### config.mk
export PLATFORM = sky130hd
export DESIGN_NAME = id_stage
export DESIGN_NICKNAME = d
export VERILOG_FILES = /design/src/rtl/rv64_pkg.sv /design/src/rtl/id_imm_gen.sv /design/src/rtl/id_stage.sv
export SDC_FILE = /design/constraint.sdc
export NUM_CORES = 1
export LEC_CHECK = 0
export BUFFER_PORTS_ARGS = -buffer_cell sky130_fd_sc_hd__buf_2
export CORE_MARGIN = 5
export CORE_UTILIZATION = 44
export DETAILED_ROUTE_END_ITERATION = 6
export GPL_ROUTABILITY_DRIVEN = 0
export GPL_TIMING_DRIVEN = 0
export PLACE_DENSITY_LB_ADDON = 0.08
export SLEW_MARGIN = 20
export SYNTH_ARGS = -nofsm -noshare
export SYNTH_HDL_FRONTEND = slang
export SYNTH_SLANG_ARGS = --single-unit
### constraint.sdc
create_clock -name clk -period 3.15 [get_ports clk]
set_input_delay 0.315 -clock clk [delete_from_list [all_inputs] [get_ports clk]]
set_output_delay 0.315 -clock clk [all_outputs]
set_load 0.005 [all_outputs]
### src/rtl/rv64_pkg.sv
// Shared RV64I decode definitions: base opcodes, the canonical NOP and
// the immediate-format classification used by the decode stage.
package rv64_pkg;

    localparam logic [6:0] OPC_LOAD      = 7'b0000011;
    localparam logic [6:0] OPC_MISC_MEM  = 7'b0001111;
    localparam logic [6:0] OPC_OP_IMM    = 7'b0010011;
    localparam logic [6:0] OPC_AUIPC     = 7'b0010111;
    localparam logic [6:0] OPC_OP_IMM_32 = 7'b0011011;
    localparam logic [6:0] OPC_STORE     = 7'b0100011;
    localparam logic [6:0] OPC_OP        = 7'b0110011;
    localparam logic [6:0] OPC_LUI       = 7'b0110111;
    localparam logic [6:0] OPC_OP_32     = 7'b0111011;
    localparam logic [6:0] OPC_BRANCH    = 7'b1100011;
    localparam logic [6:0] OPC_JALR      = 7'b1100111;
    localparam logic [6:0] OPC_JAL       = 7'b1101111;
    localparam logic [6:0] OPC_SYSTEM    = 7'b1110011;

    // addi x0, x0, 0
    localparam logic [31:0] NOP_INST = 32'h00000013;

    typedef enum logic [2:0] {
        IMM_I,
        IMM_S,
        IMM_B,
        IMM_U,
        IMM_J,
        IMM_NONE
    } imm_type_e;

    // Immediate format selected purely by the major opcode.
    function automatic imm_type_e imm_type_of(input logic [6:0] opc);
        imm_type_e t;
        case (opc)
            OPC_LOAD, OPC_OP_IMM, OPC_OP_IMM_32,
            OPC_JALR, OPC_SYSTEM:            t = IMM_I;
            OPC_STORE:                       t = IMM_S;
            OPC_BRANCH:                      t = IMM_B;
            OPC_LUI, OPC_AUIPC:              t = IMM_U;
            OPC_JAL:                         t = IMM_J;
            default:                         t = IMM_NONE;
        endcase
        return t;
    endfunction

    // True for every major opcode of the RV64I base set.
    function automatic logic opc_legal(input logic [6:0] opc);
        logic ok;
        case (opc)
            OPC_LOAD, OPC_MISC_MEM, OPC_OP_IMM, OPC_AUIPC, OPC_OP_IMM_32,
            OPC_STORE, OPC_OP, OPC_LUI, OPC_OP_32, OPC_BRANCH, OPC_JALR,
            OPC_JAL, OPC_SYSTEM:             ok = 1'b1;
            default:                         ok = 1'b0;
        endcase
        return ok;
    endfunction

endpackage

### src/rtl/id_imm_gen.sv
// Immediate generator: classifies the instruction format from its opcode and
// produces the sign-extended XLEN immediate. Purely combinational.
module id_imm_gen
    import rv64_pkg::*;
#(
    parameter int XLEN = 64
) (
    input  logic [31:0]     inst_i,
    output imm_type_e       imm_type_o,
    output logic [XLEN-1:0] imm_o
);

    logic [31:0] imm32;

    // Assemble the 32-bit immediate for the format, then sign-extend to XLEN.
    always_comb begin
        imm_type_o = imm_type_of(inst_i[6:0]);
        imm32      = 32'h0;
        case (imm_type_o)
            IMM_I: imm32 = {{20{inst_i[31]}}, inst_i[31:20]};
            IMM_S: imm32 = {{20{inst_i[31]}}, inst_i[31:25], inst_i[11:7]};
            IMM_B: imm32 = {{19{inst_i[31]}}, inst_i[31], inst_i[7],
                            inst_i[30:25], inst_i[11:8], 1'b0};
            IMM_U: imm32 = {inst_i[31:12], 12'h000};
            IMM_J: imm32 = {{11{inst_i[31]}}, inst_i[31], inst_i[19:12],
                            inst_i[20], inst_i[30:21], 1'b0};
            default: imm32 = 32'h0;
        endcase
        imm_o = {{(XLEN-32){imm32[31]}}, imm32};
    end

endmodule

### src/rtl/id_stage.sv
// IF/ID pipeline register plus RV64I decode. Holds on a load-use hazard,
// squashes to a bubble on a taken jump/branch, and raises the stall that
// freezes the fetch PC.
module id_stage
    import rv64_pkg::*;
#(
    parameter int              XLEN     = 64,
    parameter logic [XLEN-1:0] RESET_PC = '0
) (
    input  logic            clk,
    input  logic            rst,
    input  logic [XLEN-1:0] if_pc_i,
    input  logic [31:0]     if_inst_i,
    input  logic            flush_i,
    input  logic            ex_mem_read_i,
    input  logic [4:0]      ex_rd_i,
    output logic            stall_o,
    output logic            id_valid_o,
    output logic [XLEN-1:0] id_pc_o,
    output logic [31:0]     id_inst_o,
    output logic [4:0]      id_rs1_o,
    output logic [4:0]      id_rs2_o,
    output logic [4:0]      id_rd_o,
    output logic [XLEN-1:0] id_imm_o,
    output logic            id_rs1_use_o,
    output logic            id_rs2_use_o,
    output logic            id_illegal_o
);

    logic            valid_q;
    logic [XLEN-1:0] pc_q;
    logic [31:0]     inst_q;

    logic [6:0]      opc;
    imm_type_e       imm_type;
    logic            legal;
    logic            rs1_use_d;
    logic            rs2_use_d;
    logic            hazard_rs1;
    logic            hazard_rs2;

    // Pipeline register: reset beats flush, flush beats stall, stall beats load.
    always_ff @(posedge clk) begin
        if (rst) begin
            valid_q <= 1'b0;
            pc_q    <= RESET_PC;
            inst_q  <= NOP_INST;
        end else if (flush_i) begin
            valid_q <= 1'b0;
            pc_q    <= '0;
            inst_q  <= NOP_INST;
        end else if (!stall_o) begin
            valid_q <= 1'b1;
            pc_q    <= if_pc_i;
            inst_q  <= if_inst_i;
        end
    end

    id_imm_gen #(
        .XLEN       (XLEN)
    ) u_imm_gen (
        .inst_i     (inst_q),
        .imm_type_o (imm_type),
        .imm_o      (id_imm_o)
    );

    // Operand-usage and legality decode; a bubble reports no usage so it
    // can never create a hazard.
    always_comb begin
        opc       = inst_q[6:0];
        legal     = opc_legal(opc);
        rs1_use_d = 1'b0;
        rs2_use_d = 1'b0;
        if (valid_q && legal) begin
            rs1_use_d = !((opc == OPC_LUI) || (opc == OPC_AUIPC) || (opc == OPC_JAL));
            rs2_use_d = (opc == OPC_STORE) || (opc == OPC_BRANCH) ||
                        (opc == OPC_OP)    || (opc == OPC_OP_32);
        end
    end

    // Load-use hazard: the load in EX writes a register this instruction reads.
    // x0 is never a real dependency.
    always_comb begin
        hazard_rs1 = rs1_use_d && (ex_rd_i == inst_q[19:15]);
        hazard_rs2 = rs2_use_d && (ex_rd_i == inst_q[24:20]);
        stall_o    = valid_q && ex_mem_read_i && (ex_rd_i != 5'd0) &&
                     (hazard_rs1 || hazard_rs2);
    end

    assign id_valid_o   = valid_q;
    assign id_pc_o      = pc_q;
    assign id_inst_o    = inst_q;
    assign id_rs1_o     = inst_q[19:15];
    assign id_rs2_o     = inst_q[24:20];
    assign id_rd_o      = inst_q[11:7];
    assign id_rs1_use_o = rs1_use_d;
    assign id_rs2_use_o = rs2_use_d;
    assign id_illegal_o = valid_q && !legal;

    // Immediate format is consumed only inside the generator here.
    logic unused_imm_type;
    assign unused_imm_type = ^imm_type;

endmodule

==> results.tsv <==
metric	value	unit
outcome	completed	
synth_edf_count	0	
crit_start	id_inst_o[3]$_SDFFE_PP0N_	
yosys.cell_types.count	38	
synthTopCellsByCount	nand2_1, dfxtp_1, mux2i_1	
cts_inserted_buffers	9	
post-cts-setup-buffer-count	0	
crit_end	stall_o	
irDropWorstVdd	0.267	mV
final_cells	1011	
drive_gt1_share	42.6	%
cts_root_buf	clkbuf_8	
grt_first_pass_wirelength	24.4	mm
worstPathMaxFanout	10	
insertedDiodeCount	0	
critPathKind	reg2out	
grt_max_degree	25	
synth_top_area_share	40.0	%
dpl.cell_count	996	
crit_arrival	2.59	ns
rows	38	
cp_data_required_time	2.83	ns
rrSetupSlack	0.70	ns
start_kind	flip-flop	
min_path_type	in2reg	
die_h	115	microns
pre_cts_ws	0.481	ns
syn2layout_area_growth	37.2	%
syn-num-nets	676	
dpl.hpwl	13.1	mm
grt_pass1_vias	4783	
io_buffer_count	284	
synth_flop_cell	dfxtp_1	
clock-skew-final	0.0130	ns
synth.most_common_cell	nand2_1	
holdBufCountCts	0	
nNetsFinal	971	
min_period	2.91	ns
core	0.0108	sq mm
ys_ff_latch	97	
gr-total-overflow	0	
h-tree-depth	3	
num_vias	4923	
setup_violations	0	
dr.pass1.iters	4	
synth_cells	571	
ant_nets	0	
reg2reg_depth	10	
dieArea	0.0132	sq mm
drtIter0Drc	173	
r2r_start	id_inst_o[4]$_SDFFE_PP1N_	
start_util	44.7	%
cts_max_path_buffers	2	
cts_tree	built	
synthTopCellsByArea	dfxtp_1, mux2i_1, nand2_1	
syn_area	0.00485	sq mm
rsz0062_at_grt	false	
cts.repair.resized	0	
antenna_found_initial	1	
regArea	0.00194	sq mm
ys_seq_area_share	40.0	%
yosys_warnings	0	
holdWs	0.138	ns
die_w	115	microns
routed_wl	16.3	mm
async_flop_share	0	%
vias_per_cell	4.87	
multiInputGateArea	0.00235	sq mm
wl_per_cell	16.1	microns
grtUsageTotal	23.6	%
slew_violations	0	
reg2reg_to	id_pc_o[11]$_SDFFE_PP0N_	
yosys.area.top_type	dfxtp_1	
fillCellCount	1017	
finalWorstSetupSlack	0.244	ns
clk_pin_slew_worst_paths	0.09	ns
max_freq	344	MHz
worst_slew_pin_slew	1.01	ns
p_leak	4.10	nW
hold_violations	0	
avgSynthCellArea	8.49	sq um
endpoint_kind	output pin	
pin_count	285	
p_per_area	376	mW/mm^2
max_cap_viol_count	0	
cts.sinks	97	
drc	0	
maxSlewHeadroom	32.5	%
period_share	92.3	%
insertion_delay	0.37	ns
## cell type report
class,count,area share (%)
sequential,97,29.2
buffer,85,8.24
tap,140,2.63
clock inverter,6,0.884
inverter,5,0.282
multi-input combinational,383,35.3
timing repair buffer,285,21.5
clock buffer,10,1.92
## sequential cells by signal, summed over array words and instances (netlist names)
signal / flops
id_valid_o: 1
id_inst_o: 32
id_pc_o: 64
## cell usage in the layout (no fill, tap or decap), drive strengths merged, types with 2 or more instances in the layout
cell / n
a21o: 21
a21oi: 7
a22o: 4
and2: 7
and3: 2
buf: 346
clkbuf: 34
clkinv: 5
dfxtp: 97
inv: 5
mux2: 2
mux2i: 94
nand2: 196
nand2b: 2
nand3: 3
nand3b: 3
nor2: 4
nor3: 3
nor4: 3
o211ai: 2
o21ai: 5
or2: 3
or4: 2
xnor2: 10
## metrics by stage
step | power (mW) | utilization (%) | TNS (ns) | area, sq um
after detailed placement | 1.73 | 59.6 | 0 | 6460
final | 2.50 | 61.4 | 0 | 6650
after CTS | 2.52 | 61.3 | 0 | 6650
after floorplan | 1.52 | - | 0 | 4850
after global placement | 1.72 | 59.5 | -2.52 | 6450
after global routing | 2.61 | 61.4 | 0 | 6650
## how the worst min path moves through the flow
stage / from / to / slack, ns / cells after the start
2_1_floorplan: if_inst_i[0] / id_inst_o[0]$_SDFFE_PP1N_ / 0.42 / 1
3_3_place_gp: id_pc_o[59]$_SDFFE_PP0N_ / id_pc_o[59]$_SDFFE_PP0N_ / 0.44 / 2
3_5_place_dp: id_pc_o[35]$_SDFFE_PP0N_ / id_pc_o[35]$_SDFFE_PP0N_ / 0.44 / 2
4_1_cts: if_inst_i[0] / id_inst_o[0]$_SDFFE_PP1N_ / 0.12 / 2
5_1_grt: if_inst_i[1] / id_inst_o[1]$_SDFFE_PP1N_ / 0.12 / 2
6_report: if_inst_i[0] / id_inst_o[0]$_SDFFE_PP1N_ / 0.14 / 2
## kinds of logic (layout without fill, tap and decap cells)
group	count (synthesis)	after routing	synth area share, %
xor+xnor	10	10	1.81
flops	97	97	40.0
fa+ha+maj	1	1	0.206
mux	96	96	19.9
compound gates	46	46	6.66
buf+inv	91	391	11.7
simple gates	230	230	19.6
## worst max-delay path, cell delays in order, from the launching register on
cell and delay, ns:
dfxtp_1 0.35, buf_2 0.24, nor3b_2 0.09, o211a_1 0.22, buf_2 0.21, nor4_1 0.32, o221ai_1 0.17, buf_2 0.21
clkbuf_4 0.23, inv_1 0.08, buf_2 0.11
## metal layers
| layer | share of wire (%) | wire length, microns | up-vias | track usage [%] |
|---|---|---|---|---|
| met2 | 51 | 8320 | 200 | 43.7 |
| li1 | - | - | 2420 | - |
| met4 | 2.1 | 334 | 2 | 7.59 |
| met3 | 10 | 1630 | 26 | 6.95 |
| met5 | 0.080 | 13 | - | 0 |
| met1 | 37 | 5960 | 2275 | 25.7 |
## power breakdown
part,internal (mW),switching [mW],total (mW)
registers,1.28,0.0430,1.32
clock network,0.364,0.432,0.796
logic,0.196,0.187,0.383
total,1.84,0.662,2.50
Note: power is estimated with default switching activity, not from simulation.
